## src/rtl/spi_byte_rx.sv

```systemverilog
// spi_byte_rx: SPI mode-0 slave receive deserializer; one byte per eight SCLK rising edges.
// Bit order macro: define SPI_BYTE_LSB_FIRST_EN for LSB-first, leave undefined for MSB-first.
module spi_byte_rx (
    input  logic       spi_sclk,
    input  logic       reset_n,
    input  logic       spi_cs_n,
    input  logic       spi_rx,
    output logic [7:0] rx,
    output logic       done
);

    logic [7:0] shift_q;
    logic [7:0] shift_d;
    logic [2:0] bit_cnt;
    logic       frame_rst_n;

    // Chip select high clears the byte framing asynchronously but must not touch the data.
    assign frame_rst_n = reset_n & ~spi_cs_n;

`ifdef SPI_BYTE_LSB_FIRST_EN
    assign shift_d = {spi_rx, shift_q[7:1]};
`else
    assign shift_d = {shift_q[6:0], spi_rx};
`endif

    // NOTE: sequential state uses non-blocking assignments so every flop samples pre-edge values.
    always_ff @(posedge spi_sclk or negedge reset_n) begin
        if (!reset_n) begin
            shift_q <= '0;
        end else if (!spi_cs_n) begin
            shift_q <= shift_d;
        end
    end

    always_ff @(posedge spi_sclk or negedge frame_rst_n) begin
        if (!frame_rst_n) begin
            bit_cnt <= '0;
            done    <= 1'b0;
        end else begin
            bit_cnt <= bit_cnt + 3'd1;
            done    <= (bit_cnt == 3'd7);
        end
    end

    assign rx = shift_q;

endmodule

```

## config.mk

```make
export PLATFORM = sky130hd
export DESIGN_NAME = spi_byte_rx
export DESIGN_NICKNAME = d
export VERILOG_FILES = /design/src/rtl/spi_byte_rx.sv
export SDC_FILE = /design/constraint.sdc
export NUM_CORES = 1
export LEC_CHECK = 0
export ABC_CLOCK_PERIOD_IN_PS = 2060
export CAP_MARGIN = 20
export CORE_AREA = 2 2 39 41
export CTS_CLUSTER_SIZE = 8
export DETAILED_ROUTE_END_ITERATION = 8
export DIE_AREA = 0 0 41 43
export MAX_ROUTING_LAYER = met4
export PLACE_DENSITY = 0.72
export SYNTH_ARGS = -nofsm -noshare
export SYNTH_HDL_FRONTEND = slang
export SYNTH_SLANG_ARGS = --single-unit
```

## constraint.sdc

```tcl
create_clock -name spi_sclk -period 2.06 [get_ports spi_sclk]
set_input_delay 0.206 -clock spi_sclk [delete_from_list [all_inputs] [get_ports spi_sclk]]
set_output_delay 0.206 -clock spi_sclk [all_outputs]
set_load 0.03 [all_outputs]
```

Yosys cells after proc, flatten, opt, wreduce, memory -nomap -nowiden --
Cells that the tools add are included.
Operators by class: $lt $le $gt $ge 0, equality and inequality tests 1, $add $sub $neg 1, $mul 0, muxes and demuxes 0, bitwise operators 2, divide/modulo/power cells 0, shifts and indexed selects 0, reduce and logical (&&, ||, !) cells 0
Operators with widths (number):
- $add 3x1->3 const B | 1
- $eq 3x3->1 const B | 1
- $and 1x1->1 | 1
- $not 1->1 | 1
Storage, ports and cells: bits in latches 0, RAM bits 0, register bits 12, bits in read-only memories 0, memories kept 0

Depth between registers and ports, before layout --
depth in word-level cells 2, depth in mapped cells 2, mapped depth without buffers 2

Least setup slack after synthesis --
OpenSTA, ideal clock, no wires.
path type register to register, start reg bit_cnt[0], end reg bit_cnt[2], library setup time 0.126 ns, stages on the path, launching flop included 3, required time 1.934 ns, setup slack 1.136 ns, path buffers 0, arrival 0.798 ns, cells stage by stage dfrtp_1 -> ha_1 -> ha_1
Between the ends: word-level cells in the longest chain between the ends 1
RTL lines:
- start: declaration | line 14 | logic [2:0] bit_cnt;
- start signal: assignment | line 40 | bit_cnt <= bit_cnt + 3'd1;
- $add 3x1->3 | line 40
No other way between the ends. A chain may end at the register's enable or synchronous reset.

Worst setup path after layout --
start reg shift_q[1] (netlist: rx[1]), end out rx[1]
RTL lines:
- start: declaration | line 12 | logic [7:0] shift_q;
- start signal: assignment | line 31 | shift_q <= shift_d;
- end: declaration | line 8 | output logic [7:0] rx,
No word-level cell between the ends.

==> results.py <==
metrics = {
    "outcome": {
        "outcome": "complete, no violations",
    },
    "drt": {
        "routed_wirelength_um": 665,
        "vias": 257,
        "post_detailed_route_wirelength_per_cell_um": 11.88,
        "detailedRoute.firstIterationViolations": 1,
        "ant_nets": 0,
        "drt_drc_violations_left": 0,
        "vias_per_cell": 4.589,
        "dr.pass1.iters": 2,
    },
    "timing": {
        "setup_repair_after_global_routing_missed_its_margin": "no",
        "layout_worst_path_cycle_share_pct": 74.67,
        "timing.clock.skew_ns": 0.001699,
        "highest_clock_rate_mhz": 650.1,
        "tns_ns": 0,
        "timing.final.setup_violations": 0,
        "max-slew-margin-rel_pct": 64.97,
        "final_period_minus_worst_setup_slack_ns": 1.538,
        "tightest_slew_ns": 0.5238,
        "drv_slew": 0,
        "final-hold-violation-count": 0,
    },
    "synthesis": {
        "seq_area_frac_synth_pct": 64.00,
        "ys_top_cells_by_area": "sky130_fd_sc_hd__dfrtp_1 64%, sky130_fd_sc_hd__mux2_4 26%, sky130_fd_sc_hd__ha_1 5.3%",
        "ys_seq_elements": 12,
        "syn_area_per_cell_um2": 18.77,
        "count_of_distinct_cell_types_in_the_synthesized_netlist": 6,
        "netlist_area_before_placement_um2": 469.2,
        "synth.largest_area_cell": "sky130_fd_sc_hd__dfrtp_1",
        "yosys_warnings": 0,
        "yosys.area.top_type_share_pct": 64.00,
        "postSynthNetCount": 31,
        "syn-instance-count": 25,
    },
    "final_layout": {
        "drive_above_1_share_pct": 32.50,
        "utilization_pct": 45.84,
        "areaGrowthSynthToFinish_pct": 35.20,
        "final_net_count": 47,
        "final_cell_mix": "12 x sky130_fd_sc_hd__dfrtp_1, 12 x sky130_fd_sc_hd__clkdlybuf4s50_1, 8 x sky130_fd_sc_hd__mux2_4",
        "filler_cells_inserted": 118,
        "num_antenna_cells": 0,
    },
    "clock_tree": {
        "postCtsSetupBuffers": 0,
        "cts_buffers": 3,
        "clk_latency_ns": 0.27,
        "clock_tree_from_tritoncts": "yes",
        "clkSlewWorstSetupHoldPaths_ns": 0.07,
        "cts_hold_buf": 0,
        "clock_path_buffers": 2,
        "clock_tree.htree_level_count": 1,
        "ctsRootBufferMaster": "sky130_fd_sc_hd__clkbuf_4",
        "numClockSinks": 12,
        "post_cts_resize_count": 0,
    },
    "critical_path": {
        "crit_path_start_kind": "flip-flop",
        "crit_type": "reg -> out",
        "crit_path_max_fanout": 3,
        "critPathSlowestCell": "sky130_fd_sc_hd__clkdlybuf4s50_1",
        "arrival_ns": 1.33,
        "timing.critical_path.slowest_cell_delay_ns": 0.68,
        "worstPathCellList": "clkdlybuf4s50_1",
        "worstPathBufferInverterCount": 1,
        "critical_path.startpoint": "rx[1]$_DFFE_PN0N_",
        "setup.worst_path.end_class": "output pin",
        "worst_r2r_startpoint": "bit_cnt[0]$_DFF_PN0_",
        "path_delay_family": "buffers and inverters",
        "critPathRequiredTime_ns": 1.85,
    },
    "min_path": {
        "worstHoldPathType": "in -> async",
    },
    "floorplan": {
        "num_io_pins": 13,
        "die_wd_um": 41,
        "fp.coreArea_um2": 1384,
        "start_util_pct": 33.91,
        "total_number_of_placement_rows": 14,
        "die_h_um": 43,
        "dieArea_um2": 1763,
    },
    "global_route": {
        "groute.usage.overall_pct": 10.30,
        "grt_first_pass_wirelength_um": 1117,
        "first_global_vias": 277,
        "grt_antenna_before_repair": 0,
        "grt.overflow.total": 0,
        "largest_net_degree_at_the_start_of_global_routing": 10,
    },
    "power": {
        "power_density_nw_per_um2": 1174,
        "ir_worst_vdd_uv": 526.0,
        "p_leak_nw": 0.3136,
    },
    "flow_run": {
        "maxCapViolations": 0,
    },
    "place": {
        "place_congestion": 0.6392,
        "portBuffers": 12,
        "hpwl_reported_at_the_end_of_detailed_placement_um": 515.2,
    },
}
through the flow:
step / instance area, µm² / setup WS [ns] / std cells / total power [mW] / hold slack, ns
3_5_place_dp: 598.1 / 0.5737 / 52 / 0.5706 / 0.4150
2_1_floorplan: 469.2 / 1.136 / 25 / 0.4654 / -0.08959
5_1_grt: 634.4 / 0.4658 / 56 / 0.7825 / 0.2406
3_3_place_gp: 598.1 / 0.6141 / 52 / 0.5646 / 0.4113
6_report: 634.4 / 0.5218 / 56 / 0.7449 / 0.2144
4_1_cts: 634.4 / 0.5033 / 56 / 0.7575 / 0.2212
logic make-up (layout without fill, tap and decap cells):
logic type,after synthesis,count (layout),synth area share [%]
buf+inv,2,17,3.199
flops,12,12,64.00
mux,8,8,25.60
fa+ha+maj,2,2,5.332
simple gates,1,1,1.867
routing by layer:
layer / track usage [%] / share of wire, %
met5: - / 0
met4: 8.000 / 0.60
met3: 3.141 / 9.3
met2: 13.44 / 50
met1: 12.76 / 40
power by group:
group	switching (mW)	internal, mW
clock	0.0740	0.107
sequential	0.0311	0.278
combinational	0.123	0.132
total	0.228	0.517
path summary, 6_finish.rpt:
| kind | to | slack [ns] | cells after the start |
|---|---|---|---|
| setup / recovery | rx[1] | 0.52 | 1 |
| hold / removal | rx[6]$_DFFE_PN0N_ | 0.21 | 1 |
| setup reg to reg | bit_cnt[2]$_DFF_PN0_ | 1.11 | 2 |
| hold reg to reg | bit_cnt[0]$_DFF_PN0_ | 0.42 | 1 |
| max in group asynchronous | done$_DFF_PN0_ | 1.28 | 2 |
| min in group spi_sclk | bit_cnt[0]$_DFF_PN0_ | 0.42 | 1 |
registers in the layout (all words and copies together), names as in the netlist:
signal,count
bit_cnt,3
done,1
rx,8
Yosys cell counts:
cell / count
sky130_fd_sc_hd__dfrtp_1: 12
sky130_fd_sc_hd__ha_1: 2
sky130_fd_sc_hd__and2b_2: 1
sky130_fd_sc_hd__mux2_4: 8
sky130_fd_sc_hd__buf_6: 1
sky130_fd_sc_hd__inv_1: 1
layout make-up:
cell class / instances / area (µm²) / share of cell area, %
multi-input combinational: 11 / 153.9 / 24.26
inverter: 1 / 3.754 / 0.5917
clock buffer: 4 / 36.28 / 5.720
sequential: 12 / 300.3 / 47.34
timing repair buffer: 12 / 120.1 / 18.93
tap: 16 / 20.02 / 3.156
(Power assumes the default switching activity.)
